==> config.mk <==
export PLATFORM = sky130hd
export DESIGN_NAME = cordic_cart_to_cyl
export DESIGN_NICKNAME = d
export VERILOG_FILES = /design/src/rtl/cordic_cart_to_cyl.sv
export SDC_FILE = /design/constraint.sdc
export NUM_CORES = 1
export LEC_CHECK = 0
export CAP_MARGIN = 20
export CORE_UTILIZATION = 40
export DETAILED_ROUTE_END_ITERATION = 8
export PLACE_DENSITY = 0.63
export SYNTH_ARGS = -nofsm -noshare
export SYNTH_HDL_FRONTEND = slang
export SYNTH_SLANG_ARGS = --single-unit
==> constraint.sdc <==
create_clock -name clk -period 18.3 [get_ports clk]
set_input_delay 5.49 -clock clk [delete_from_list [all_inputs] [get_ports clk]]
set_output_delay 5.49 -clock clk [all_outputs]
set_load 0.02 [all_outputs]
==> src/rtl/cordic_cart_to_cyl.sv <==
// Iterative vectoring-mode CORDIC: Cartesian (x, y, z) to cylindrical (r, theta, z).
// One micro-rotation per clock; valid/ready handshake on input and output.
module cordic_cart_to_cyl #(
   parameter int unsigned W    = 8,
   parameter int unsigned ITER = 8,
   parameter int unsigned AW   = 8
) (
   input  logic          clk,
   input  logic          rst_n,
   input  logic          in_valid,
   output logic          in_ready,
   input  logic [W-1:0]  x_in,
   input  logic [W-1:0]  y_in,
   input  logic [W-1:0]  z_in,
   output logic          out_valid,
   input  logic          out_ready,
   output logic [W-1:0]  r_out,
   output logic [AW-1:0] theta_out,
   output logic [W-1:0]  z_out,
   output logic          busy
);

   // xr/yr keep GB fractional guard bits below the W+2 integer bits; without them
   // shift truncation alone costs several theta LSBs on short vectors such as (3, 4).
   localparam int unsigned GB = 10;
   localparam int unsigned XW = W + 2 + GB;
   localparam int unsigned PW = XW + 16;

   localparam logic [3:0]    I_LAST  = 4'(ITER - 1);
   localparam logic [15:0]   ANG_RND = (AW < 16) ? 16'(32'd1 << (15 - AW)) : 16'd0;
   localparam logic [PW-1:0] K_GAIN  = PW'(39797);
   localparam logic [PW-1:0] R_RND   = PW'(1) << (15 + GB);
   localparam logic [PW-1:0] R_MAX   = PW'({W{1'b1}});

   typedef enum logic [1:0] {
      ST_IDLE,
      ST_ITER,
      ST_SCALE,
      ST_DONE
   } state_t;

   function automatic logic [15:0] atan_lut(input logic [3:0] idx);
      logic [15:0] t;
      t = '0;
      case (idx)
         4'd0:  t = 16'd8192;
         4'd1:  t = 16'd4836;
         4'd2:  t = 16'd2555;
         4'd3:  t = 16'd1297;
         4'd4:  t = 16'd651;
         4'd5:  t = 16'd326;
         4'd6:  t = 16'd163;
         4'd7:  t = 16'd81;
         4'd8:  t = 16'd41;
         4'd9:  t = 16'd20;
         4'd10: t = 16'd10;
         4'd11: t = 16'd5;
         4'd12: t = 16'd3;
         4'd13: t = 16'd1;
         4'd14: t = 16'd1;
         4'd15: t = 16'd0;
         default: t = '0;
      endcase
      return t;
   endfunction

   state_t               state, state_nxt;
   logic signed [XW-1:0] xr, yr;
   logic signed [XW-1:0] x_ext, y_ext;
   logic signed [XW-1:0] xr_sh, yr_sh;
   logic [15:0]          acc;
   logic [15:0]          ang;
   logic [3:0]           i_cnt;
   logic                 zero_in;
   logic [PW-1:0]        r_full;

   assign x_ext  = {{2{x_in[W-1]}}, x_in, {GB{1'b0}}};
   assign y_ext  = {{2{y_in[W-1]}}, y_in, {GB{1'b0}}};
   assign xr_sh  = xr >>> i_cnt;
   assign yr_sh  = yr >>> i_cnt;
   assign ang    = atan_lut(i_cnt);
   // xr never goes negative once pre-rotated into the right half-plane
   assign r_full = ((PW'(unsigned'(xr)) * K_GAIN) + R_RND) >> (16 + GB);

   always_ff @(posedge clk or negedge rst_n) begin
      if (!rst_n) state <= ST_IDLE;
      else        state <= state_nxt;
   end

   always_comb begin
      state_nxt = state;
      in_ready  = 1'b0;
      out_valid = 1'b0;
      busy      = 1'b1;
      case (state)
         ST_IDLE: begin
            in_ready = 1'b1;
            busy     = 1'b0;
            if (in_valid) state_nxt = ST_ITER;
         end
         ST_ITER: begin
            if (i_cnt == I_LAST) state_nxt = ST_SCALE;
         end
         ST_SCALE: state_nxt = ST_DONE;
         ST_DONE: begin
            out_valid = 1'b1;
            if (out_ready) state_nxt = ST_IDLE;
         end
         default: state_nxt = ST_IDLE;
      endcase
   end

   always_ff @(posedge clk or negedge rst_n) begin
      if (!rst_n) begin
         xr        <= '0;
         yr        <= '0;
         acc       <= '0;
         i_cnt     <= '0;
         zero_in   <= 1'b0;
         r_out     <= '0;
         theta_out <= '0;
         z_out     <= '0;
      end else begin
         case (state)
            ST_IDLE: begin
               if (in_valid) begin
                  z_out   <= z_in;
                  zero_in <= (x_in == '0) && (y_in == '0);
                  i_cnt   <= '0;
                  if (x_in[W-1]) begin
                     xr  <= -x_ext;
                     yr  <= -y_ext;
                     acc <= 16'h8000;
                  end else begin
                     xr  <= x_ext;
                     yr  <= y_ext;
                     acc <= '0;
                  end
               end
            end
            ST_ITER: begin
               if (!yr[XW-1]) begin
                  xr  <= xr + yr_sh;
                  yr  <= yr - xr_sh;
                  acc <= acc + ang;
               end else begin
                  xr  <= xr - yr_sh;
                  yr  <= yr + xr_sh;
                  acc <= acc - ang;
               end
               i_cnt <= i_cnt + 4'd1;
            end
            ST_SCALE: begin
               if (zero_in) begin
                  r_out     <= '0;
                  theta_out <= '0;
               end else begin
                  r_out     <= (r_full > R_MAX) ? '1 : r_full[W-1:0];
                  theta_out <= AW'((acc + ANG_RND) >> (16 - AW));
               end
            end
            default: ;
         endcase
      end
   end

endmodule

## Word-level counts from Yosys, hierarchy flattened

Memory sizes are Yosys's and may differ from the RTL's.
Index checks and enable logic that the tools add are counted.

- Output and inout port bits: 27
- ROM bits: 224
- Word-level logic and storage cells: 64
- Register bits after elaboration: 87
- Bits of input ports: 28
- Memories kept: 1

- Reduce and logical (&&, ||, !) cells: 8
- $lt $le $gt $ge: 1
- Eq/ne operators: 7
- Add/sub/neg operators: 11
- Muxes and demuxes: 24
- Shift operators: 2
- Multipliers: 1

Memory list:

| memory | depth | width | read ports | clocked after Yosys merged registers in | wr ports | RTL line | RTL |
|---|---|---|---|---|---|---|---|
| (no name shown) | 16 | 14 | 1 | 0 | 0 | 45 | `case (idx)` |

Operators by type and width:

| cell | count |
|---|---|
| $mux 20 | 6 |
| $pmux 20 s2 | 2 |
| $mux 16 | 3 |
| $add 20x20->20 | 2 |
| $neg 18->20 | 2 |
| $sshr 20x4->20 | 2 |
| $sub 20x20->20 | 2 |
| $add 36x26->36 const B | 1 |
| $mul 20x16->36 const B | 1 |
| $pmux 16 s2 | 1 |
| $mux 8 | 3 |
| $add 16x16->16 | 1 |
| $add 16x8->16 const B | 1 |
| $logic_not 8->1 | 2 |
| $sub 16x16->16 | 1 |
| $gt 10x8->1 const B | 1 |
| $pmux 2 s4 | 1 |
| $pmux 4 s2 | 1 |
| $mux 2 | 3 |
| $ne 2x2->1 const B | 3 |
| $add 4x1->4 const B | 1 |
| $eq 2x2->1 const B | 2 |
| $eq 4x3->1 const B | 1 |
| $mux 4 | 1 |
| 7 further kinds | 10 |

## Logic depth before layout (Yosys ltp)

- Depth after elaboration: 5
- Gate-level depth with buffers: 25
- Gate-level depth less buffers: 23

## Least setup slack after synthesis

OpenSTA, ideal clock, no wires.

- Path type: reg-to-reg
- From: register xr[15]
- To: register r_out[1]
- Stages on the path, launching flop included: 25
- Path slack: 11613 ps
- Setup time: 83 ps
- Period minus slack after synthesis: 6687 ps
- Data arrival time: 6604 ps
- Data required time: 18217 ps
- Buffers on the path: 1
- Path through: dfrtp_1 clkbuf_1 inv_1 fa_1 fa_1 inv_1 fa_1 inv_1 fa_1 inv_1 fa_1 inv_1 fa_1 inv_1 ha_1 nand4_1 nor3_1 o2111ai_1 a2bb2oi_1 a2111oi_0 nand2_1 o221ai_1 mux2i_1 nor2_1 o22ai_1

- Cells in the longest elaborated chain, start to end: 5

Ends and longest elaborated chain:

| item | RTL line | RTL |
|---|---|---|
| start: declaration | 68 | `logic signed [XW-1:0] xr, yr;` |
| start signal: assignment | 131 | `xr <= -x_ext;` |
| start signal: assignment | 135 | `xr <= x_ext;` |
| start signal: assignment | 143 | `xr <= xr + yr_sh;` |
| $mul 20x16->36 * | 83 | `assign r_full = ((PW'(unsigned'(xr)) * K_GAIN) + R_RND) >> (16 + GB);` |
| $add 36x26->36 * | 83 |  |
| $gt 10x8->1 | 158 | `r_out <= (r_full > R_MAX) ? '1 : r_full[W-1:0];` |
| $mux 8 * | 158 |  |
| $mux 8 * | 154 | `if (zero_in) begin` |
| end signal: assignment | 158 |  |
| end: declaration | 17 | `output logic [W-1:0] r_out,` |

Mark *: on every way between the ends. The rest lies on a longest branch, timed or not.
A chain may end at the register's enable or synchronous reset.

## Worst setup path after layout

- From: input port in_valid
- To: register yr[9]

- Cells in the longest elaborated chain, start to end: 2

Ends and longest elaborated chain:

| item | RTL line | RTL |
|---|---|---|
| start: declaration | 10 | `input logic in_valid,` |
| $ne 2x2->1 (no line) | n/a |  |
| $reduce_and 2->1 (no line) | n/a |  |
| end signal: assignment | 132 | `yr <= -y_ext;` |
| end signal: assignment | 136 | `yr <= y_ext;` |
| end signal: assignment | 144 | `yr <= yr - xr_sh;` |
| end: declaration | 68 |  |

No other way between the ends.

==> key figures <==
Min path
  • Hold_sp: acc[4]$_DFFE_PN0P_
  • Worst Hold Depth: 2
  • WHS Endpoint: acc[4]$_DFFE_PN0P_
  • Hold crit path type: flop to flop

Critical path
  • R2r worst-path depth: 22
  • Crit path required time: 18580 ps
  • Endpoint type of the worst setup path: flop
  • Setup CP Type: input pin to flop
  • CP max FO: 39
  • FF-to-FF Start: xr[10]$_DFFE_PN0P_
  • RR Endpoint: r_out[2]$_DFFE_PN0P_
  • Critical Path AT: just under 8000 ps
  • Setup crit start kind: input pin
  • Reg2Reg Setup Slack: 10730 ps

Synthesis
  • YS warnings: 0
  • Fraction of registers with async set/reset: 100.0%
  • Synth Instances: 1670
  • Sequential-to-total area share from yosys stat: 14.04%
  • Post-synth EDFFs: 0
  • Post-Syn Area: 0.01551 sq mm
  • Synth Register Bits: between 80 and 90
  • Synthesized Nets: 2042
  • Count of cell types in the netlist: 85
  • Dominant synthesized flop cell: dfrtp_1
  • Syn_area_per_cell: 9.285 sq um

Finish
  • Commonest non-fill, non-tap cells in the layout: 284 x inv_1, 206 x ha_1, 138 x fa_1
  • Nets: 2061
  • Area Overhead vs Synth: 7.416%
  • Fill count: approximately 3700
  • Commonest non-fill, non-tap cell in the layout: inv_1
  • Layout cells sized above 1: 7.025%
  • Finished Core Util: 43.91%
  • Diodes inserted: 0

STA
  • Relative slew slack: between 30% and 40%
  • Clk_skew: 14.42 ps
  • Final max-slew violation count: 0
  • Fin. Hold Viols: 0
  • WHS: 491.4 ps
  • Setup TNS: 0 ps
  • Worst Tran Pin Value: around 950 ps
  • Unrepaired setup endpoints after global routing: no
  • PnR worst setup slack: around 11000 ps
  • Minimum clock period after layout: 7598 ps
  • Endpoints failing setup: 0
  • Fmax: 131.6 MHz
  • Final period util: 41.52%

Clock network
  • Clock Pin Slew Worst Setup and Hold Paths: approximately 70 ps
  • Clock buffer depth: 2
  • Clk Tree Root Cell: clkbuf_16
  • Num Clock Sinks: 87
  • CTS Hold Bufs: 0
  • Clock Latency Late Sink: between 300 and 400 ps
  • Resized Gates After CTS: 0
  • Num CTS Buffers: 9
  • TritonCTS clock tree: done
  • # H-tree levels: 3
  • Postcts setup bufs: 0

Detailed routing
  • DRT iter0 DRCs: ~730
  • Via count: 12190
  • Avg WL per Cell: 17.62 microns
  • Residual DRC count: 0
  • Detail Route Antenna Nets: 0
  • First-pass detailed-route iteration total: 5
  • DR vias/cell: 5.528
  • Routed WL: 38850 microns

Global route
  • GRT Util Overall: 20.59%
  • Global route overflow: 0
  • Antenna violations before repair: 0
  • Largest net degree at the start of global routing: 63
  • Vias in the first global route: 12290
  • First-pass GRT wire length: 63870 microns

Placed design
  • DP Worst Slack: 10330 ps
  • HPWL after DPL: slightly below 30000 microns
  • Routability Congestion: approximately 0.87
  • PortBufs: 54

Floorplan
  • Starting Density: 40.88%
  • # rows: between 70 and 80
  • # IOs: 55
  • DIE AREA: 0.03956 sq mm
  • Chip Height: 198.9 microns
  • Core outline area: 0.03793 sq mm
  • DIE WIDTH: 198.9 microns

Run
  • MaxCap Viol Count: 0

Status
  • Status: completed
-- flip-flops by register name, indices dropped and copies added, names as in the netlist --
register and count:
r_out 8, yr 20, i_cnt 4, zero_in 1, state 2, xr 20
theta_out 8, acc 16, z_out 8
-- synthesized netlist by cell type (all sizes together) (7+ instances only) --
| master | n | share of area [%] |
|---|---|---|
| fa | 138 | 18 |
| nand3 | 26 | 0.90 |
| o21ai | 88 | 2.9 |
| nor2b | 10 | 0.40 |
| ha | 206 | 17 |
| xor2 | 51 | 2.9 |
| mux2i | 32 | 2.1 |
| a21oi | 100 | 3.4 |
| a31oi | 16 | 0.65 |
| buf | 33 | 2.2 |
| xnor2 | 50 | 2.8 |
| nand2 | 94 | 2.3 |
| or3 | 9 | 0.36 |
| a211oi | 11 | 0.56 |
| nand2b | 19 | 0.81 |
| clkbuf | 30 | 0.75 |
| and3 | 7 | 0.28 |
| inv | 284 | 6.9 |
| a21o | 17 | 0.82 |
| o22ai | 38 | 1.5 |
| nor3 | 28 | 0.90 |
| dfrtp | 87 | 14 |
| a21boi | 7 | 0.34 |
| o31ai | 10 | 0.48 |
| mux2 | 27 | 2.0 |
| mux4 | 48 | 7.2 |
| and2 | 13 | 0.53 |
| o211ai | 11 | 0.53 |
| nor2 | 97 | 2.3 |
-- critical path: stages --
cell	delay, ps
clkdlybuf4s50_1	580
nand2_1	360
o21ai_2	140
buf_4	430
nand2_1	100
buf_4	290
a221o_1	300
o21ai_0	170
-- metal layers --
layer	global-route usage, %	part of all wire (%)	vias up
met5	0	0	-
li1	-	-	5797
met4	4.872	1.4	0
met1	28.65	46	6049
met2	33.72	47	304
met3	2.831	5.0	39
-- through the flow --
step,area [sq um],cells
6_report,16660,2205
5_1_grt,16660,2205
4_1_cts,16660,2205
3_5_place_dp,16370,2189
3_3_place_gp,16370,2189
2_1_floorplan,15510,1670
-- layout make-up --
cell class              instances  area, sq um  share of cell area (%)
multi-input cells            1236        11820                   70.96
flip-flops and latches         87         2182                   13.10
inverters                     284         1066                   6.400
repair buffers                 71        665.6                   3.996
well taps                     511        639.4                   3.839
clock buffers                  11        242.7                   1.457
clock inverters                 5        41.29                  0.2479
-- logic make-up after synthesis --
logic type	synth area share [%]
AO/OA/AOI/OAI	14.48
buffers and inverters	9.836
adder cells (fa/ha/maj)	34.44
AND/OR/NAND/NOR	10.24
multiplexers	11.26
XOR/XNOR	5.705
flip-flops	14.04
-- how the worst max path moves through the flow --
stage                             startpoint                    to  slack [ps]  cells after the start
after global routing      xr[10]$_DFFE_PN0P_  r_out[7]$_DFFE_PN0P_       10190                     22
after detailed placement            in_valid     yr[9]$_DFFE_PN0P_       10330                      8
after global placement              in_valid     yr[9]$_DFFE_PN0P_       10410                      8
after CTS                           in_valid     yr[9]$_DFFE_PN0P_       10720                      8
final                               in_valid     yr[9]$_DFFE_PN0P_       10700                      8
after floorplan           xr[15]$_DFFE_PN0P_  r_out[1]$_DFFE_PN0P_       11610                     24
Power is not shown: default switching activity piles up to over one toggle a cycle in this logic, so the estimate is an artifact.
